**src/rtl/riscv_uart_pkg.sv**
```systemverilog
// ============================================================================
// riscv_uart_pkg : shared constants, FSM encoding and helpers for the UART RX.
// Rev 1.0
// ============================================================================
`default_nettype none

package riscv_uart_pkg;

    localparam int   UART_DATA_BITS = 8;
    localparam logic IDLE_LEVEL     = 1'b1;

`ifdef RISCV_UARTRX_PARITY_EN
    typedef enum logic [2:0] {
        ST_IDLE   = 3'd0,
        ST_START  = 3'd1,
        ST_DATA   = 3'd2,
        ST_STOP   = 3'd3,
        ST_PARITY = 3'd4
    } rx_state_e;
`else
    typedef enum logic [1:0] {
        ST_IDLE  = 2'd0,
        ST_START = 2'd1,
        ST_DATA  = 2'd2,
        ST_STOP  = 2'd3
    } rx_state_e;
`endif

    function automatic int clog2(input int value);
        int result;
        result = 0;
        for (int i = 0; i < 31; i++) begin
            if ((32'sd1 << i) < value) result = i + 1;
        end
        return result;
    endfunction

endpackage

`default_nettype wire

```
**src/rtl/riscv_uartrx_fifo.sv**
```systemverilog
// ============================================================================
// riscv_uartrx_fifo : synchronous FIFO with wrap-bit pointers and a drop pulse.
// Rev 1.0
// ============================================================================
`default_nettype none

module riscv_uartrx_fifo
    import riscv_uart_pkg::*;
#(
    parameter int DEPTH = 8,
    parameter int WIDTH = 8
) (
    input  logic             clk_i,
    input  logic             rst_ni,
    input  logic             push_i,
    input  logic             pop_i,
    input  logic [WIDTH-1:0] wdata_i,
    output logic [WIDTH-1:0] rdata_o,
    output logic             empty_o,
    output logic             full_o,
    output logic             drop_o
);

    localparam int         AW      = clog2(DEPTH);
    localparam logic [AW:0] PTR_ONE = (AW + 1)'(1);

    logic [WIDTH-1:0] mem_q [DEPTH];
    logic [AW:0]      wptr_q;
    logic [AW:0]      rptr_q;
    logic             w_pop;
    logic             w_wr;

    assign empty_o = (wptr_q == rptr_q);
    assign full_o  = (wptr_q[AW] != rptr_q[AW]) && (wptr_q[AW-1:0] == rptr_q[AW-1:0]);

    // A pop frees a slot in the same cycle, so a push into a full FIFO still lands.
    assign w_pop  = pop_i & ~empty_o;
    assign w_wr   = push_i & (~full_o | w_pop);
    assign drop_o = push_i & full_o & ~w_pop;

    assign rdata_o = empty_o ? '0 : mem_q[rptr_q[AW-1:0]];

    always_ff @(posedge clk_i or negedge rst_ni) begin
        if (!rst_ni) begin
            wptr_q <= '0;
            rptr_q <= '0;
        end else begin
            if (w_wr)  wptr_q <= wptr_q + PTR_ONE;
            if (w_pop) rptr_q <= rptr_q + PTR_ONE;
        end
    end

    always_ff @(posedge clk_i) begin
        if (w_wr) mem_q[wptr_q[AW-1:0]] <= wdata_i;
    end

endmodule

`default_nettype wire

```
**src/rtl/riscv_uartrx.sv**
```systemverilog
// ============================================================================
// riscv_uartrx : memory-mapped 8N1 UART receiver with receive FIFO.
// Define RISCV_UARTRX_PARITY_EN for 8E1 framing and a parity_err flag.  Rev 1.0
// ============================================================================
`default_nettype none

module riscv_uartrx
    import riscv_uart_pkg::*;
#(
    parameter int CLKS_PER_BIT = 434,
    parameter int FIFO_DEPTH   = 8
) (
    input  logic       i_riscv_uartrx_clk,
    input  logic       i_riscv_uartrx_rst_n,
    input  logic       i_riscv_uartrx_rx,
    input  logic       i_riscv_uartrx_rden,
    input  logic       i_riscv_uartrx_clr_err,
    output logic [7:0] o_riscv_uartrx_rdata,
    output logic       o_riscv_uartrx_empty,
    output logic       o_riscv_uartrx_full,
    output logic       o_riscv_uartrx_frame_err,
    output logic       o_riscv_uartrx_overrun,
`ifdef RISCV_UARTRX_PARITY_EN
    output logic       o_riscv_uartrx_parity_err,
`endif
    output logic       o_riscv_uartrx_irq
);

    localparam int               CNT_W     = clog2(CLKS_PER_BIT);
    localparam logic [CNT_W-1:0] CNT_ONE   = CNT_W'(1);
    localparam logic [CNT_W-1:0] HALF_LAST = CNT_W'(CLKS_PER_BIT / 2 - 1);
    localparam logic [CNT_W-1:0] BIT_LAST  = CNT_W'(CLKS_PER_BIT - 1);
    localparam logic [2:0]       LAST_IDX  = 3'(UART_DATA_BITS - 1);

    logic                      rx_meta_q;
    logic                      rx_sync_q;
    logic                      rx_prev_q;
    rx_state_e                 state_q;
    logic [CNT_W-1:0]          cnt_q;
    logic [2:0]                bit_idx_q;
    logic [UART_DATA_BITS-1:0] shift_q;
    logic                      frame_err_q;
    logic                      overrun_q;
    logic                      w_bit_end;
    logic                      w_stop_smp;
    logic                      w_push;
    logic                      w_frame_evt;
    logic                      w_drop;
    logic                      w_err_any;

    always_ff @(posedge i_riscv_uartrx_clk or negedge i_riscv_uartrx_rst_n) begin
        if (!i_riscv_uartrx_rst_n) begin
            rx_meta_q <= IDLE_LEVEL;
            rx_sync_q <= IDLE_LEVEL;
            rx_prev_q <= IDLE_LEVEL;
        end else begin
            rx_meta_q <= i_riscv_uartrx_rx;
            rx_sync_q <= rx_meta_q;
            rx_prev_q <= rx_sync_q;
        end
    end

    assign w_bit_end   = (cnt_q == BIT_LAST);
    assign w_stop_smp  = (state_q == ST_STOP) && w_bit_end;
    assign w_frame_evt = w_stop_smp & ~rx_sync_q;

`ifdef RISCV_UARTRX_PARITY_EN
    logic parity_bad_q;
    logic parity_err_q;
    logic w_parity_evt;
    assign w_parity_evt = (state_q == ST_PARITY) && w_bit_end && ((^shift_q) ^ rx_sync_q);
    assign w_push       = w_stop_smp & rx_sync_q & ~parity_bad_q;
`else
    assign w_push       = w_stop_smp & rx_sync_q;
`endif

    always_ff @(posedge i_riscv_uartrx_clk or negedge i_riscv_uartrx_rst_n) begin
        if (!i_riscv_uartrx_rst_n) begin
            state_q   <= ST_IDLE;
            cnt_q     <= '0;
            bit_idx_q <= '0;
            shift_q   <= '0;
`ifdef RISCV_UARTRX_PARITY_EN
            parity_bad_q <= 1'b0;
`endif
        end else begin
            case (state_q)
                ST_IDLE: begin
                    cnt_q <= '0;
                    if (rx_prev_q && !rx_sync_q) state_q <= ST_START;
                end
                ST_START: begin
                    if (cnt_q == HALF_LAST) begin
                        cnt_q     <= '0;
                        bit_idx_q <= '0;
                        state_q   <= rx_sync_q ? ST_IDLE : ST_DATA;
                    end else begin
                        cnt_q <= cnt_q + CNT_ONE;
                    end
                end
                ST_DATA: begin
                    if (w_bit_end) begin
                        cnt_q     <= '0;
                        shift_q   <= {rx_sync_q, shift_q[UART_DATA_BITS-1:1]};
                        bit_idx_q <= bit_idx_q + 3'd1;
`ifdef RISCV_UARTRX_PARITY_EN
                        if (bit_idx_q == LAST_IDX) state_q <= ST_PARITY;
`else
                        if (bit_idx_q == LAST_IDX) state_q <= ST_STOP;
`endif
                    end else begin
                        cnt_q <= cnt_q + CNT_ONE;
                    end
                end
`ifdef RISCV_UARTRX_PARITY_EN
                ST_PARITY: begin
                    if (w_bit_end) begin
                        cnt_q        <= '0;
                        parity_bad_q <= w_parity_evt;
                        state_q      <= ST_STOP;
                    end else begin
                        cnt_q <= cnt_q + CNT_ONE;
                    end
                end
`endif
                ST_STOP: begin
                    if (w_bit_end) begin
                        cnt_q   <= '0;
                        state_q <= ST_IDLE;
                    end else begin
                        cnt_q <= cnt_q + CNT_ONE;
                    end
                end
                default: state_q <= ST_IDLE;
            endcase
        end
    end

    riscv_uartrx_fifo #(
        .DEPTH (FIFO_DEPTH),
        .WIDTH (UART_DATA_BITS)
    ) u_fifo (
        .clk_i   (i_riscv_uartrx_clk),
        .rst_ni  (i_riscv_uartrx_rst_n),
        .push_i  (w_push),
        .pop_i   (i_riscv_uartrx_rden),
        .wdata_i (shift_q),
        .rdata_o (o_riscv_uartrx_rdata),
        .empty_o (o_riscv_uartrx_empty),
        .full_o  (o_riscv_uartrx_full),
        .drop_o  (w_drop)
    );

    // A new error event outranks a simultaneous clear.
    always_ff @(posedge i_riscv_uartrx_clk or negedge i_riscv_uartrx_rst_n) begin
        if (!i_riscv_uartrx_rst_n) begin
            frame_err_q <= 1'b0;
            overrun_q   <= 1'b0;
`ifdef RISCV_UARTRX_PARITY_EN
            parity_err_q <= 1'b0;
`endif
        end else begin
            frame_err_q <= w_frame_evt | (frame_err_q & ~i_riscv_uartrx_clr_err);
            overrun_q   <= w_drop      | (overrun_q   & ~i_riscv_uartrx_clr_err);
`ifdef RISCV_UARTRX_PARITY_EN
            parity_err_q <= w_parity_evt | (parity_err_q & ~i_riscv_uartrx_clr_err);
`endif
        end
    end

`ifdef RISCV_UARTRX_PARITY_EN
    assign o_riscv_uartrx_parity_err = parity_err_q;
    assign w_err_any = frame_err_q | overrun_q | parity_err_q;
`else
    assign w_err_any = frame_err_q | overrun_q;
`endif

    assign o_riscv_uartrx_frame_err = frame_err_q;
    assign o_riscv_uartrx_overrun   = overrun_q;
    assign o_riscv_uartrx_irq       = ~o_riscv_uartrx_empty | w_err_any;

endmodule

`default_nettype wire

```
**config.mk**
```make
export PLATFORM = sky130hd
export DESIGN_NAME = riscv_uartrx
export DESIGN_NICKNAME = d
export VERILOG_FILES = /design/src/rtl/riscv_uart_pkg.sv /design/src/rtl/riscv_uartrx_fifo.sv /design/src/rtl/riscv_uartrx.sv
export SDC_FILE = /design/constraint.sdc
export NUM_CORES = 1
export LEC_CHECK = 0
export CAP_MARGIN = 20
export CORE_MARGIN = 8
export CORE_UTILIZATION = 40
export CTS_CLUSTER_DIAMETER = 60
export DETAILED_ROUTE_END_ITERATION = 10
export PLACE_DENSITY = 0.66
export REMOVE_ABC_BUFFERS = 1
export SYNTH_ARGS = -nofsm -noshare
export SYNTH_HDL_FRONTEND = slang
export SYNTH_HIERARCHICAL = 1
export SYNTH_SLANG_ARGS = --single-unit
```
**constraint.sdc**
```tcl
create_clock -name i_riscv_uartrx_clk -period 6.5 [get_ports i_riscv_uartrx_clk]
set_clock_uncertainty 0.2 [all_clocks]
set_input_delay 1.95 -clock i_riscv_uartrx_clk [delete_from_list [all_inputs] [get_ports i_riscv_uartrx_clk]]
set_output_delay 1.95 -clock i_riscv_uartrx_clk [all_outputs]
set_load 0.02 [all_outputs]
```
==> impl_metrics.tcl <==
set metrics [dict create \
    initial_core_util_pct 41.2 \
    cts.clk_slew.worst_paths_ns 0.10 \
    start_kind "register" \
    synth_ff_type "edfxtp_1" \
    slowest_delay_ns 0.89 \
    report.final.slew_viol_count 0 \
    nets 296 \
    maxCapViolCount 0 \
    area.growth.synth_to_final_pct 12.4 \
    synth-edff-count 64 \
    drive_above_1_share_pct 21.8 \
    overflow 0 \
    dieArea_um2 14200 \
    rsz0062_at_grt "no" \
    ys_seq_elements 99 \
    cts_tree "done" \
    cts_setup_buffers 0 \
    gr-usage-all-layers_pct 10.7 \
    worstPathRequired_ns 4.35 \
    finalCoreUtilization_pct 46.3 \
    crit_type "reg2out" \
    place_hpwl_mm 4.72 \
    peakVddDrop_mv 0.217 \
    fmax_mhz 199 \
    critical-path-top-delay-family "buffers and inverters" \
    min_path_type "reg2reg" \
    multi_input_area_um2 1390 \
    path_cells "buf_4, mux4_2, mux2i_1, nor2_1, clkdlybuf4s50_1" \
    status "finished clean" \
    power.density_nw_per_um2 333 \
    ios 18 \
    core_um2 10400 \
    die_y_um 119 \
    nFillCells 906 \
    cts_hold_buf 0 \
    worst-slew-pin-transition_ns 0.963 \
    cts_buffer_depth 2 \
    synth_area_um2 4270 \
    num_rows 37 \
    numPortBuffers 17 \
    diodes 0 \
    fin_crit_sh_pct 77.2 \
    setup_viol 0 \
    antenna_found_initial 0 \
    worstPathArrival_ns 2.87 \
    grt_first_pass_wirelength_mm 12.0 \
    drc 0 \
    synthCells 260 \
    seq_area_um2 2800 \
    clk_latency_ns 0.35 \
    syn_avg_cell_area_um2 16.4 \
    dr.pass1.iters 4 \
    wirelength_mm 7.23 \
    critPathBufInv 2 \
    vias_per_cell 5.11 \
    cp_max_fo 13 \
    postRouteAntennaNets 0 \
    cp_slowest_cell "dfrtp_1" \
    vias 2170 \
    postCtsResizedCells 0 \
    ys_async_sr_fraction_pct 35.4 \
    min_period_ns 5.02 \
    cts_sinks 99 \
    routedWlPerCell_um 17.0 \
    clockRootBuffer "clkbuf_8" \
    slew_headroom_pct 35.6 \
    finalHoldViolCount 0 \
    first_global_vias 2252 \
    htree_levels 3 \
    die_x_um 119 \
    drtIter0Drc 107 \
    seq_area_frac_synth_pct 65.6 \
    p_leak_nw 1.93 \
    cts_inserted_buffers 9 \
    grt_max_degree 36 \
    yosys_warnings 6 \
    tns_ns 0 \
    gp_congestion 0.774 \
    ys_types 53 \
    worstSetupEndpointType "output port" \
]
[per-stage QoR]
stage / area, um2 / hold slack [ns] / cells / worst slack, ns / total power [mW]
global route: 4800 / 0.165 / 425 / 1.24 / 1.69
global placement: 4600 / 0.147 / 409 / 1.84 / 1.22
CTS: 4800 / 0.164 / 425 / 1.41 / 1.62
detailed placement: 4600 / 0.149 / 409 / 1.82 / 1.23
floorplan: 4200 / 0.145 / 250 / 2.39 / 1.08
finish: 4800 / 0.162 / 425 / 1.48 / 1.60
[where the power goes]
part / total [mW] / internal, mW / leakage (nW) / switching (mW)
Clock: 0.390 / 0.182 / 0.0935 / 0.208
Sequential: 0.797 / 0.698 / 1.11 / 0.0998
Combinational: 0.411 / 0.235 / 0.722 / 0.176
[cells in the final DEF, fill, tap and decap left out, types with 4 or more instances in the layout]
cell             synthesis  routed
nor3_2                   2       4
xnor2_1                  7       7
nand2_1                  8       8
mux4_2                  16      16
inv_1                    7       7
dfrtp_1                 32      32
mux2_4                   5       5
nand3_1                  6       6
mux2i_1                 10      10
nor2_1                  26      26
and3_1                   4       4
clkbuf_8                 0       9
edfxtp_1                64      64
clkdlybuf4s50_1          0      17
buf_4                    2       6
xor2_1                   6       6
ha_1                     7       7
[path summary, 6_finish.rpt]
kind	startpoint	slack [ns]	to	cells past startpoint
worst max register to register	cnt_q[1]$_DFF_PN0_	3.27	u_fifo/mem_q[7][2]$_DFFE_PP_	8
worst min register to register	rx_meta_q$_DFF_PN1_	0.16	rx_sync_q$_DFF_PN1_	0
worst min-delay path	rx_meta_q$_DFF_PN1_	0.16	rx_sync_q$_DFF_PN1_	0
min in group asynchronous	i_riscv_uartrx_rst_n	1.80	bit_idx_q[0]$_DFFE_PN0P_	2
max in group asynchronous	i_riscv_uartrx_rst_n	3.95	rx_sync_q$_DFF_PN1_	2
worst max-delay path	u_fifo/rptr_q[0]$_DFFE_PN0P_	1.48	o_riscv_uartrx_rdata[6]	5
[cells in the mapped netlist (2+ instances only)]
cell type	n	area (um2)
nor3_1	3	15.0
and2_1	2	12.5
nor3_2	2	20.0
mux2i_1	10	100
xor2_1	6	52.6
xnor2_2	2	32.5
o21ai_0	3	15.0
a21oi_1	2	10.0
mux4_2	16	360
nor2b_1	3	18.8
dfrtp_1	32	801
nand4_1	2	12.5
nand2_1	8	30.0
inv_1	7	26.3
ha_1	7	87.6
buf_6	3	33.8
nor2_1	26	97.6
mux2_2	2	22.5
dfstp_2	3	78.8
mux2_1	2	22.5
xnor2_1	7	61.3
buf_4	2	15.0
and3_1	4	25.0
nand3_1	6	30.0
nor4_1	2	12.5
edfxtp_1	64	1920
buf_2	4	20.0
mux2_4	5	75.1
[layer usage]
metal	global-route usage [%]	vias up	wire length, um
li1	-	1025	-
met1	13.3	1101	3360
met2	17.6	37	3520
met3	3.40	7	278
met4	2.58	0	67
met5	0	-	0
[logic make-up (layout without fill, tap and decap cells)]
kind of cell	after synthesis	after routing	synth area share [%]
AND/OR/NAND/NOR	70	70	9.34
buffers and inverters	17	46	2.31
adder cells (fa/ha/maj)	7	7	2.05
XOR/XNOR	16	16	4.07
AO/OA/AOI/OAI	16	16	3.07
multiplexers	35	35	13.6
flip-flops	99	99	65.6
[final cells by class]
| type | instances | share of cell area, % |
|---|---|---|
| multi-input cells | 144 | 28.9 |
| clock inverters | 6 | 1.49 |
| well taps | 136 | 3.54 |
| inverters | 7 | 0.547 |
| flip-flops and latches | 99 | 58.4 |
| repair buffers | 23 | 4.48 |
| clock buffers | 10 | 2.66 |
[worst reg2reg max path: cells and delay by family (launching register included)]
family | cells | cell delay [ns]
AND/OR/NAND/NOR | 6 | 2.05
flip-flops | 1 | 0.39
adder cells (fa/ha/maj) | 1 | 0.14
buffers and inverters | 1 | 0.08
[registers in the layout (all words and copies together), names as in the netlist, 3 cells and up, named ones only]
signal and flops:
u_fifo/rptr_q 4, u_fifo/wptr_q 4, cnt_q 9, u_fifo/mem_q 64
shift_q 8, bit_idx_q 3
Note: power is estimated with default switching activity, not from simulation.
